### src/rtl/pwm_capture_monitor.sv
// Receive-side checker for one complementary gate pair. Measures period,
// high-side on-time and both dead-times in MClk cycles, publishes them with a
// one-cycle Valid, and flags shoot-through, edge-order errors and loss of
// switching.
module pwm_capture_monitor #(
  parameter int BIT_WIDTH   = 16,
  parameter int SYNC_STAGES = 2
) (
  input  logic                 MClk,
  input  logic                 Rst,
  input  logic                 SHi,
  input  logic                 SLo,
  input  logic [BIT_WIDTH-1:0] TimeoutCount,
  input  logic                 ClearFault,
  output logic [BIT_WIDTH-1:0] Period,
  output logic [BIT_WIDTH-1:0] HighCount,
  output logic [BIT_WIDTH-1:0] DeadFall,
  output logic [BIT_WIDTH-1:0] DeadRise,
  output logic                 Valid,
  output logic                 SeqError,
  output logic                 ShootThrough,
  output logic                 Timeout
);

  typedef enum logic [2:0] {IDLE, HIGH, DFALL, LOW, DRISE} state_t;

  localparam logic [BIT_WIDTH-1:0] CNT_MAX = '1;
  localparam logic [BIT_WIDTH-1:0] CNT_ONE = BIT_WIDTH'(1);

  function automatic logic [BIT_WIDTH-1:0] satInc(input logic [BIT_WIDTH-1:0] v);
    return (v == CNT_MAX) ? v : v + CNT_ONE;
  endfunction

  logic h, l, hPrev, lPrev;

  generate
    if (SYNC_STAGES > 0) begin : gSync
      logic [SYNC_STAGES-1:0] hSync, lSync;
      // Shift the raw gate pins through the synchroniser chain.
      always_ff @(posedge MClk) begin
        if (Rst) begin
          hSync <= '0;
          lSync <= '0;
        end else begin
          hSync[0] <= SHi;
          lSync[0] <= SLo;
          for (int i = 1; i < SYNC_STAGES; i++) begin
            hSync[i] <= hSync[i-1];
            lSync[i] <= lSync[i-1];
          end
        end
      end
      assign h = hSync[SYNC_STAGES-1];
      assign l = lSync[SYNC_STAGES-1];
    end else begin : gNoSync
      assign h = SHi;
      assign l = SLo;
    end
  endgenerate

  // Previous sample of each gate for edge detection.
  always_ff @(posedge MClk) begin
    if (Rst) begin
      hPrev <= 1'b0;
      lPrev <= 1'b0;
    end else begin
      hPrev <= h;
      lPrev <= l;
    end
  end

  logic hRise, hFall, lRise, lFall, overlap, bothLow;
  assign hRise   = h & ~hPrev;
  assign hFall   = ~h & hPrev;
  assign lRise   = l & ~lPrev;
  assign lFall   = ~l & lPrev;
  assign overlap = h & l;
  assign bothLow = ~h & ~l;

  state_t state, stateNxt;
  logic [BIT_WIDTH-1:0] perCnt, hiCnt, dfCnt, drCnt, idleCnt;
  logic publish, seqErr, enterHigh, toHit;

  // A period that ends exactly on its rise is not a timeout.
  assign toHit = (TimeoutCount != '0) && !hRise &&
                 (((state != IDLE) && (perCnt == TimeoutCount)) ||
                  ((state == IDLE) && (idleCnt == TimeoutCount)));

  // State register.
  always_ff @(posedge MClk) begin
    if (Rst) state <= IDLE;
    else     state <= stateNxt;
  end

  // Edge-order sequencing; any overlap or timeout abandons the period.
  always_comb begin
    stateNxt  = state;
    publish   = 1'b0;
    seqErr    = 1'b0;
    enterHigh = 1'b0;
    if (overlap || toHit) begin
      stateNxt = IDLE;
    end else begin
      case (state)
        IDLE: if (hRise) begin
          stateNxt  = HIGH;
          enterHigh = 1'b1;
        end
        HIGH: if (lRise) begin
          seqErr   = 1'b1;
          stateNxt = IDLE;
        end else if (hFall) begin
          stateNxt = DFALL;
        end
        DFALL: if (hRise) begin
          seqErr    = 1'b1;
          stateNxt  = HIGH;
          enterHigh = 1'b1;
        end else if (lRise) begin
          stateNxt = LOW;
        end
        LOW: if (hRise) begin
          seqErr    = 1'b1;
          stateNxt  = HIGH;
          enterHigh = 1'b1;
        end else if (lFall) begin
          stateNxt = DRISE;
        end
        DRISE: if (lRise) begin
          seqErr   = 1'b1;
          stateNxt = IDLE;
        end else if (hRise) begin
          publish   = 1'b1;
          stateNxt  = HIGH;
          enterHigh = 1'b1;
        end
        default: stateNxt = IDLE;
      endcase
    end
  end

  // Saturating measurement counters; the rise sample itself is the first high cycle.
  always_ff @(posedge MClk) begin
    if (Rst) begin
      perCnt  <= '0;
      hiCnt   <= '0;
      dfCnt   <= '0;
      drCnt   <= '0;
      idleCnt <= '0;
    end else begin
      perCnt  <= hRise ? CNT_ONE : satInc(perCnt);
      idleCnt <= (state == IDLE) ? satInc(idleCnt) : '0;
      if (enterHigh) begin
        hiCnt <= CNT_ONE;
        dfCnt <= '0;
        drCnt <= '0;
      end else begin
        if (state == HIGH && h) hiCnt <= satInc(hiCnt);
        if ((state == HIGH || state == DFALL) && bothLow) dfCnt <= satInc(dfCnt);
        if ((state == LOW || state == DRISE) && bothLow) drCnt <= satInc(drCnt);
      end
    end
  end

  // Published measurements, status pulses and sticky faults (set beats clear).
  always_ff @(posedge MClk) begin
    if (Rst) begin
      Period       <= '0;
      HighCount    <= '0;
      DeadFall     <= '0;
      DeadRise     <= '0;
      Valid        <= 1'b0;
      SeqError     <= 1'b0;
      ShootThrough <= 1'b0;
      Timeout      <= 1'b0;
    end else begin
      Valid        <= publish;
      SeqError     <= seqErr;
      ShootThrough <= overlap | (ShootThrough & ~ClearFault);
      Timeout      <= toHit | (Timeout & ~ClearFault);
      if (publish) begin
        Period    <= perCnt;
        HighCount <= hiCnt;
        DeadFall  <= dfCnt;
        DeadRise  <= drCnt;
      end
    end
  end

endmodule

### config.mk
export PLATFORM = sky130hd
export DESIGN_NAME = pwm_capture_monitor
export DESIGN_NICKNAME = d
export VERILOG_FILES = /design/src/rtl/pwm_capture_monitor.sv
export SDC_FILE = /design/constraint.sdc
export NUM_CORES = 1
export LEC_CHECK = 0
export CAP_MARGIN = 40
export CORE_ASPECT_RATIO = 1.5
export CORE_MARGIN = 8
export CORE_UTILIZATION = 45
export CTS_CLUSTER_SIZE = 24
export DETAILED_ROUTE_END_ITERATION = 16
export PLACE_DENSITY = 0.76
export SLEW_MARGIN = 10
export SYNTH_ARGS = -nofsm -noshare
export SYNTH_HDL_FRONTEND = slang
export SYNTH_SLANG_ARGS = --single-unit
### constraint.sdc
create_clock -name MClk -period 2.1 [get_ports MClk]
set_input_delay 0.315 -clock MClk [delete_from_list [all_inputs] [get_ports MClk]]
set_output_delay 0.315 -clock MClk [all_outputs]
set_load 0.05 [all_outputs]
==> summary.md <==
| Metric | Value |
|---|---|
| Achievable frequency | slightly above 0.5 GHz |
| PwrDens | 699 mW/mm^2 |
| #FFs+latches synth | ~160 |
| DR WL/cell | 15.1 um |
| Via/cell ratio | 5.39 |
| TritonCTS Buffers | 17 |
| Synth Flop Type | dfxtp_1 |
| Post-Synth Adder-Cell Area | 0.00868 |
| DPL Wire Length | about 13 mm |
| Main combinational cell family by area after synthesis | simple AND/OR/NAND/NOR gates |
| Antenna violations before repair | 0 |
| Worst-Skew Late Latency | approximately 0.41 ns |
| Setup bufs post-CTS | 0 |
| Layout Nets | 1,000 |
| # hold bufs at CTS | 0 |
| YS warnings | 0 |
| Syn Area/Cell | 8.37 um^2 |
| Largest net degree at the start of global routing | 75 |
| Commonest non-fill, non-tap cell in the layout | nand2_1 |
| Worst-path clk slew | 0.06 ns |
| Cells after DPL | 1,158 |
| Drc violations | 0 |
| IO Count | 89 |
| Post-synthesis mux area share | 0.00833 |
| Nature of the critical path startpoint | flip-flop |
| Worst-margin pin slew | 0.810 ns |
| Fin. max-slew vios | 0 |
| Required @ worst endpoint | 2.45 ns |
| Worst-path fanout max | 12 |
| Worst Setup SP | state[1]$_SDFFE_PP0P_ |
| H-tree depth | 4 |
| Pre-Repair DR Iteration Count | 4 |
| Fillers | 1,427 |
| First-pass GRT wire length | 30.0 mm |
| Sequential share of the synthesized area | 0.436 |
| Area occupied by multi-input gates | 0.00381 mm^2 |
| CTS Sinks | 157 |
| Clk root buf | clkbuf_16 |
| Leakage | 3.21 nW |
| FF/Latch Area | 0.00314 mm^2 |
| Layout cells sized above 1 | 0.108 |
| Drt first-iter violations | between 300 and 400 |
| Min Tclk post-route | 1.98 ns |
| Final setup fails | 0 |
| DIE AREA | 0.0204 mm^2 |
| CP Capture Type | flip-flop |
| Net Count, Synth | about 890 |
| Core area | 0.0157 mm^2 |
| GR Overflow Total | 0 |
| Status | complete, no violations |
| Area share of and/or/nand/nor cells after synthesis | 0.281 |
| Crit path arrival time | 2.33 ns |
| Final cell count without fillers | ~1.2k |
| Die W | 119 um |
| Endpoints failing hold | 0 |
| GPL Wtd Cong | 0.888 |
| Row cnt | 56 |
| Vias in the first global route | 6,220 |
| Final wirelength | 18.0 mm |
| Cell area after layout | 0.00918 mm^2 |
| Worst Clk Skew | ~0.0094 ns |
| Port bufs | 88 |
| Die height | ~170 um |
| Via count | 6,409 |
| Worst rel slew slack | 0.460 |
| Antenna Nets Post-Route | 0 |
| Diode count | 0 |
| Post-synthesis cell count | 861 |
| VDD IR max | roughly 440 uV |
| EDFF count, synth | 0 |
| Most frequent cells in the layout | nand2_1, dfxtp_1, clkdlybuf4s50_1 |
| Worst Hold Class | input pin to flip-flop |
| Post-CTS resize count | 0 |
| Synth Area in Compound Gates | 0.133 |
| Setup CP Type | flip-flop to flip-flop |
| Max Root-Sink Buffers | 2 |
| Initial core utilization | 0.459 |
| Post-Syn Area | 0.00721 mm^2 |
| FF-to-FF Start | state[1]$_SDFFE_PP0P_ |
| Ys async rst share | 0 |
| CTS tree | yes |
| Max_cap viols | 0 |
| Total GRT Usage | 0.178 |
| Layout area overhead | 27.4% |
| Hold path start | Rst |
| Post-Synth XOR/XNOR Area | 0.0972 |
| Distinct cells, synth | 71 |
| Final period utilization | 0.941 |
| Unrepaired setup endpoints after global routing | false |
| Post-DP Area | ~0.0086 mm^2 |
stage by stage:
stage / power (W) / worst slack (ns) / hold slack [ns] / util / TNS (ns)
CTS: 0.00648 / 0.121 / 0.354 / 0.585 / 0
global placement: 0.00339 / -0.0214 / 0.441 / 0.547 / -0.0628
detailed placement: 0.00339 / -0.0758 / 0.446 / 0.547 / -0.344
floorplan: 0.00325 / 0.226 / 0.414 / - / 0
global route: 0.00665 / 0.0172 / 0.369 / 0.585 / 0
finish: 0.00642 / 0.125 / 0.370 / 0.585 / 0
per-layer routing:
metal	part of all wire	vias up	global-route usage
met5	0	-	0
met3	0.041	37	0.0445
li1	-	3245	-
met2	0.50	148	0.318
met4	0.027	0	0.0742
met1	0.43	2979	0.196
logic make-up after synthesis:
logic type      count (synthesis)
simple gates                  402
flops                         157
fa+ha+maj                       5
compound gates                154
mux                             6
buf+inv                        57
xor+xnor                       80
Yosys cell counts, types with 8 or more instances:
cell	count	area (um^2)
nand2_1	166	623
dfxtp_1	157	3140
a21oi_1	85	425
nor2_1	66	248
xor2_1	56	490
nand3_1	28	140
xnor2_1	24	210
clkbuf_1	23	86.3
nor3_1	22	110
buf_2	21	105
nand4_1	18	113
o21ai_0	16	80.1
nor2b_1	12	75.1
nor4_1	12	75.1
and3_1	10	62.6
and4_1	10	87.6
or3_1	10	62.6
or4_1	9	67.6
inv_1	8	30.0
o31ai_1	8	60.1
power breakdown:
part	leakage, nW	switching [W]	total [W]	internal (W)
Clock	0.294	0.00128	0.00309	0.00181
Sequential	1.27	0.0000286	0.00303	0.00300
Combinational	1.65	0.000167	0.000301	0.000134
Total	3.21	0.00147	0.00642	0.00494
flip-flops by register name, indices dropped and copies added, names as in the netlist:
name,count
Period,16
hPrev,1
dfCnt,16
DeadRise,16
idleCnt,16
lPrev,1
perCnt,16
Timeout,1
DeadFall,16
SeqError,1
gSync.hSync,2
Valid,1
ShootThrough,1
HighCount,16
gSync.lSync,2
drCnt,16
hiCnt,16
state,3
final cells by class:
class                           instances  area share
Clock buffer                           18      0.0478
Multi-Input combinational cell        647       0.415
Sequential cell                       157       0.342
Clock inverter                         14      0.0173
Inverter                                9     0.00368
Tap cell                              203      0.0277
Timing Repair Buffer                  142       0.146
critical path, cell delays in order, from the launching register on:
cell	delay, ns
dfxtp_1	0.59
buf_4	0.24
a2111o_1	0.18
nand2_1	0.27
or4_1	0.57
nand2_1	0.07
path summary, 6_finish.rpt:
kind         cells past startpoint                      to  slack, ns
max                              5  dfCnt[11]$_SDFFE_PP0P_       0.12
min                              4      Timeout$_SDFF_PP0_       0.37
max reg2reg                      5  dfCnt[11]$_SDFFE_PP0P_       0.12
min reg2reg                      2  Period[8]$_SDFFE_PP0P_       0.45
(Power assumes the default switching activity.)
